### src/rtl/uart_pkg.sv
// uart_pkg: shared types and constants for the UART transmit path.
//   uart_state_t         - transmitter frame state (IDLE, START, DATA, STOP)
//   DATA_BITS            - payload bits per frame (8N1 framing)
//   DEFAULT_CLKS_PER_BIT - system clocks per bit for a 27 MHz clock at 115200 baud
package uart_pkg;

    typedef enum logic [1:0] {
        IDLE  = 2'd0,
        START = 2'd1,
        DATA  = 2'd2,
        STOP  = 2'd3
    } uart_state_t;

    localparam int DATA_BITS            = 8;
    localparam int DEFAULT_CLKS_PER_BIT = 234;

endpackage

### src/rtl/uart_baud_tick.sv
// uart_baud_tick: per-bit clock counter for the UART transmitter.
// Counts 0..CLKS_PER_BIT-1 while enabled and pulses bit_done for one cycle
// on the last count of every bit period.
// Ports:
//   clk      - system clock, rising edge
//   rst      - asynchronous active-high reset
//   clear    - restart the bit period (asserted on frame start)
//   en       - count enable (a frame is in progress)
//   bit_done - one-cycle pulse on the final clock of the current bit
module uart_baud_tick #(
    parameter int CLKS_PER_BIT = 234
) (
    input  logic clk,
    input  logic rst,
    input  logic clear,
    input  logic en,
    output logic bit_done
);

    localparam int CNT_W = (CLKS_PER_BIT > 1) ? $clog2(CLKS_PER_BIT) : 1;
    localparam logic [CNT_W-1:0] CNT_LAST = CNT_W'(CLKS_PER_BIT - 1);

    logic [CNT_W-1:0] cnt_q;

    // Held at zero whenever no frame is active so every frame starts aligned.
    always_ff @(posedge clk or posedge rst) begin
        if (rst) begin
            cnt_q <= '0;
        end else if (clear || !en) begin
            cnt_q <= '0;
        end else if (cnt_q == CNT_LAST) begin
            cnt_q <= '0;
        end else begin
            cnt_q <= cnt_q + CNT_W'(1);
        end
    end

    assign bit_done = en && (cnt_q == CNT_LAST);

endmodule

### src/rtl/uart_tx.sv
// uart_tx: 8N1 UART transmitter, LSB first, idle-high serial line.
// Accepts one byte per tx_valid/tx_ready handshake and serialises it as
// start bit, eight data bits and STOP_BITS stop bits, each CLKS_PER_BIT
// clocks long.
// Ports:
//   clk      - system clock, rising edge
//   rst      - asynchronous active-high reset
//   tx_data  - byte to send, sampled only on handshake
//   tx_valid - producer has a byte
//   tx_ready - transmitter can accept a byte this cycle (state is IDLE)
//   txd      - serial output, driven straight from a flop
//   busy     - a frame is in progress
module uart_tx
    import uart_pkg::*;
#(
    parameter int CLKS_PER_BIT = DEFAULT_CLKS_PER_BIT,
    parameter int STOP_BITS    = 1
) (
    input  logic       clk,
    input  logic       rst,
    input  logic [7:0] tx_data,
    input  logic       tx_valid,
    output logic       tx_ready,
    output logic       txd,
    output logic       busy
);

    localparam logic [3:0] LAST_DATA = 4'(DATA_BITS - 1);
    localparam logic [3:0] LAST_STOP = 4'(STOP_BITS - 1);

    uart_state_t state_q, state_d;
    logic [7:0]  shift_q, shift_d;
    logic [3:0]  bit_cnt_q, bit_cnt_d;
    logic        txd_q, txd_d;
    logic        accept;
    logic        bit_done;

    assign tx_ready = (state_q == IDLE);
    assign busy     = !tx_ready;
    assign accept   = tx_valid && tx_ready;
    assign txd      = txd_q;

    uart_baud_tick #(
        .CLKS_PER_BIT(CLKS_PER_BIT)
    ) u_baud_tick (
        .clk     (clk),
        .rst     (rst),
        .clear   (accept),
        .en      (busy),
        .bit_done(bit_done)
    );

    always_ff @(posedge clk or posedge rst) begin
        if (rst) begin
            state_q   <= IDLE;
            shift_q   <= '0;
            bit_cnt_q <= '0;
            txd_q     <= 1'b1;
        end else begin
            state_q   <= state_d;
            shift_q   <= shift_d;
            bit_cnt_q <= bit_cnt_d;
            txd_q     <= txd_d;
        end
    end

    // txd_d is the line level for the cycle after the edge, so each bit
    // appears on txd exactly when its state begins.
    always_comb begin
        state_d   = state_q;
        shift_d   = shift_q;
        bit_cnt_d = bit_cnt_q;
        txd_d     = txd_q;
        case (state_q)
            IDLE: begin
                txd_d = 1'b1;
                if (accept) begin
                    state_d   = START;
                    shift_d   = tx_data;
                    bit_cnt_d = '0;
                    txd_d     = 1'b0;
                end
            end
            START: begin
                if (bit_done) begin
                    state_d   = DATA;
                    bit_cnt_d = '0;
                    txd_d     = shift_q[0];
                end
            end
            DATA: begin
                if (bit_done) begin
                    shift_d = shift_q >> 1;
                    if (bit_cnt_q == LAST_DATA) begin
                        state_d   = STOP;
                        bit_cnt_d = '0;
                        txd_d     = 1'b1;
                    end else begin
                        bit_cnt_d = bit_cnt_q + 4'd1;
                        // Next bit is the one about to reach position 0.
                        txd_d     = shift_q[1];
                    end
                end
            end
            STOP: begin
                txd_d = 1'b1;
                if (bit_done) begin
                    if (bit_cnt_q == LAST_STOP) begin
                        state_d   = IDLE;
                        bit_cnt_d = '0;
                    end else begin
                        bit_cnt_d = bit_cnt_q + 4'd1;
                    end
                end
            end
            default: begin
                state_d = IDLE;
                txd_d   = 1'b1;
            end
        endcase
    end

endmodule
### config.mk
export PLATFORM = sky130hd
export DESIGN_NAME = uart_tx
export DESIGN_NICKNAME = d
export VERILOG_FILES = /design/src/rtl/uart_pkg.sv /design/src/rtl/uart_baud_tick.sv /design/src/rtl/uart_tx.sv
export SDC_FILE = /design/constraint.sdc
export NUM_CORES = 1
export LEC_CHECK = 0
export BUFFER_PORTS_ARGS = -buffer_cell sky130_fd_sc_hd__buf_2
export CAP_MARGIN = 30
export CORE_AREA = 3 3 62 64
export DETAILED_ROUTE_END_ITERATION = 8
export DIE_AREA = 0 0 65 67
export HOLD_SLACK_MARGIN = 0.1
export PLACE_DENSITY = 0.58
export SYNTH_ARGS = -nofsm -noshare
export SYNTH_HDL_FRONTEND = slang
export SYNTH_HIERARCHICAL = 1
export SYNTH_SLANG_ARGS = --single-unit
export TNS_END_PERCENT = 100
### constraint.sdc
create_clock -name clk -period 2.05 [get_ports clk]
set_input_delay 0.205 -clock clk [delete_from_list [all_inputs] [get_ports clk]]
set_output_delay 0.205 -clock clk [all_outputs]
set_load 0.1 [all_outputs]
==> metrics.json <==
{
  "worstHoldPathCells": 3,
  "clkSlewWorstSetupHoldPaths_ns": 0.13,
  "critical_path_buf_inv_count": 1,
  "synthesis.area_mm2": 0.00132,
  "finalMaxSlewViolations": 0,
  "final.fill_count": 345,
  "post-cts-setup-buffer-count": 0,
  "antennaDiodeCount": 0,
  "cap_violations": 0,
  "cellPowerDensity_mw_per_mm2": 471,
  "time_the_worst_path_needs_with_i_o_delays_and_setup_ns": 1.90,
  "placement_rows": 21,
  "report.final.hold_viol_count": 0,
  "final_core_util_pct": 45.5,
  "vias_in_the_first_global_route": 1082,
  "rr_endpoint": "state_q[1]",
  "synth_warnings": 6,
  "cts_buffers": 3,
  "criticalPathCategory": "register to register",
  "post_synthesis_sequential_element_count": 23,
  "totalWireLength_mm": 2.65,
  "hold_ws_ns": 0.144,
  "most_used_flip_flop_cell_after_synthesis": "sky130_fd_sc_hd__dfrtp_1",
  "seq_area_um2": 577,
  "die_area_mm2": 0.00436,
  "routed_wire_length_per_instance_um": 13.4,
  "dieHeight_um": 67,
  "holdCritPathClass": "primary input to register",
  "portBuffers": 13,
  "maxSlewHeadroom_pct": 59.7,
  "global_route.usage.total_pct": 14.1,
  "die_x_um": 65,
  "p_total_uw": 716,
  "detailedRoute.firstPassIterationCount": 4,
  "timing.critical_path.depth": 6,
  "worst_setup_path_end_kind": "register",
  "max_freq_mhz": 525,
  "synthesis.area_per_instance_um2": 9.91,
  "multi_input_area_um2": 709,
  "setup_ws_ns": 0.147,
  "grt_antenna_before_repair": 0,
  "gp_congestion": 0.816,
  "preCtsSetupSlack_ns": 0.165,
  "global_route.overflow_total": 0,
  "tritoncts_num_sinks": 23,
  "cp_max_fo": 6,
  "path_cells": "inv_2, ha_1, nor2_1, or3_4, and2_4, mux2_4",
  "core_area_mm2": 0.00334,
  "drt-vias-per-instance": 5.21,
  "clock_tree.buffer_depth": 2,
  "asyncSetResetFlopFracSynth_pct": 100,
  "max_slew.worst_pin.slew_ns": 0.604,
  "vias": 1031,
  "hold_end": "shift_q[7]",
  "power_leakage_uw": 0.000644,
  "area_growth_syn_to_layout_pct": 15.2,
  "dp_hpwl_mm": 2.03,
  "tritoncts": "built",
  "proportion_of_synthesized_chip_area_in_sequential_cells_pct": 43.8,
  "io_pins": 14,
  "crit_required_ns": 2.27,
  "holdCritStartpoint": "tx_data[7]",
  "htreeDepth": 1,
  "detail-route-antenna-nets": 0,
  "drive_gt1_share_pct": 24.3,
  "ff2ff_path_depth": 6,
  "clk_latency_ns": 0.31,
  "data_arrival_at_the_endpoint_of_the_critical_path_ns": 2.12,
  "drt-initial-drc-count": 27,
  "report.final.setup_viol": 0,
  "timing.clock.skew_ns": 0.00355,
  "yosys.cell_types.count": 38,
  "synth_edf_count": 0,
  "nNetsFinal": 173,
  "initial_standard_cell_utilization_of_the_core_pct": 39.5,
  "grt_first_pass_wirelength_mm": 4.73,
  "critical-path-top-delay-family": "simple AND/OR/NAND/NOR gates",
  "post-route-drc-count": 0,
  "vdd_ir_drop_max_v": 0.000350,
  "grt_max_degree": 16,
  "cp-start-kind": "register",
  "critical_path.slowest_cell": "sky130_fd_sc_hd__dfrtp_1",
  "outcome": "complete, no violations",
  "cpPeakStageDelay_ns": 0.43,
  "tns_ns": 0,
  "regToRegSetupSlack_ns": 0.15,
  "cts_root_buf": "sky130_fd_sc_hd__clkbuf_4",
  "postSynthNetCount": 153,
  "reg2reg_from": "state_q[0]",
  "postSynthCellCount": 133,
  "layout_worst_path_cycle_share_pct": 92.8
}
-- cell usage in the layout (no fill, tap or decap), types with 2 or more instances in the layout --
cell type and instances:
sky130_fd_sc_hd__a21oi_1 10, sky130_fd_sc_hd__a22o_1 2, sky130_fd_sc_hd__buf_2 13, sky130_fd_sc_hd__buf_4 4, sky130_fd_sc_hd__clkbuf_4 3, sky130_fd_sc_hd__dfrtp_1 22
sky130_fd_sc_hd__ha_1 8, sky130_fd_sc_hd__inv_1 5, sky130_fd_sc_hd__inv_2 4, sky130_fd_sc_hd__mux2i_1 9, sky130_fd_sc_hd__nand2_1 8, sky130_fd_sc_hd__nand3_1 3
sky130_fd_sc_hd__nor2_1 17, sky130_fd_sc_hd__nor2b_1 2, sky130_fd_sc_hd__nor4b_1 2, sky130_fd_sc_hd__o21ai_0 6, sky130_fd_sc_hd__o21ai_1 3, sky130_fd_sc_hd__or3_1 3
sky130_fd_sc_hd__or3_4 2, sky130_fd_sc_hd__xor2_1 2
-- cell usage after synthesis (all sizes together) (2+ instances only) --
| cell | count | area share (%) |
|---|---|---|
| a21oi | 11 | 4.5 |
| a22o | 2 | 1.3 |
| and2 | 2 | 1.1 |
| clkbuf | 2 | 0.57 |
| dfrtp | 22 | 42 |
| ha | 9 | 8.5 |
| inv | 10 | 2.8 |
| mux2i | 9 | 6.8 |
| nand2 | 8 | 2.3 |
| nand3 | 4 | 1.9 |
| nor2 | 17 | 4.8 |
| nor2b | 2 | 0.95 |
| nor4b | 2 | 1.3 |
| o21ai | 9 | 3.4 |
| or3 | 5 | 3.1 |
| xor2 | 2 | 1.3 |
-- sequential cells by signal, summed over array words and instances, names as in the netlist --
register / cells
bit_cnt_q: 4
txd: 1
shift_q: 8
u_baud_tick/cnt_q: 8
state_q: 2
-- how the worst max path moves through the flow --
| stage | from | endpoint | slack, ns |
|---|---|---|---|
| 2_1_floorplan | state_q[1] | state_q[1] | -0.31 |
| 4_1_cts | state_q[0] | state_q[1] | 0.15 |
| 6_report | state_q[0] | state_q[1] | 0.15 |
| 3_5_place_dp | u_baud_tick/cnt_q[1] | state_q[1] | 0.16 |
| 3_3_place_gp | u_baud_tick/cnt_q[1] | state_q[1] | 0.22 |
| 5_1_grt | state_q[1] | bit_cnt_q[3] | -0.05 |
-- layer usage --
layer / up-vias / global-route usage [%] / part of all wire, %
met1: 500 / 17.5 / 46
met2: 25 / 24.1 / 48
met3: 4 / 2.36 / 4.6
li1: 502 / - / -
met5: - / 0 / 0
met4: 0 / 5.54 / 1.3
-- stage by stage --
stage | instance area (µm²) | instances
floorplan | 1350 | 133
global placement | 1480 | 193
detailed placement | 1480 | 193
CTS | 1520 | 198
global route | 1520 | 198
finish | 1520 | 198
-- layout make-up --
class	instances	share of cell area [%]
multi-input combinational	97	46.7
sequential	23	38.0
timing repair buffer	18	6.92
tap	46	3.79
inverter	10	2.72
clock buffer	3	1.48
clock inverter	1	0.330
-- cells by family after synthesis --
logic type	after synthesis	share of synthesized area, %
flops	23	43.8
compound gates	28	13.2
simple gates	47	20.2
buf+inv	13	4.27
fa+ha+maj	9	8.55
xor+xnor	3	1.99
mux	10	7.98
-- where the power goes --
part | leakage (µW) | total [µW] | internal [µW] | switching (µW)
combinational | 0.000360 | 33.6 | 15.2 | 18.4
sequential | 0.000266 | 465 | 461 | 4.28
clock | 0.0000177 | 217 | 72.9 | 144
total | 0.000644 | 716 | 549 | 167
-- timing repair --
item	CTS	global route
endpoints found under the hold margin	22	0
hold buffers	1	0
gates resized for setup	0	1
setup endpoints to repair	0	1
-- tightest hold or removal path, stage by stage --
cell                       delay (ns)
sky130_fd_sc_hd__buf_2           0.08
sky130_fd_sc_hd__nand3b_1        0.07
sky130_fd_sc_hd__nand2_1         0.07
(Power assumes the default switching activity.)
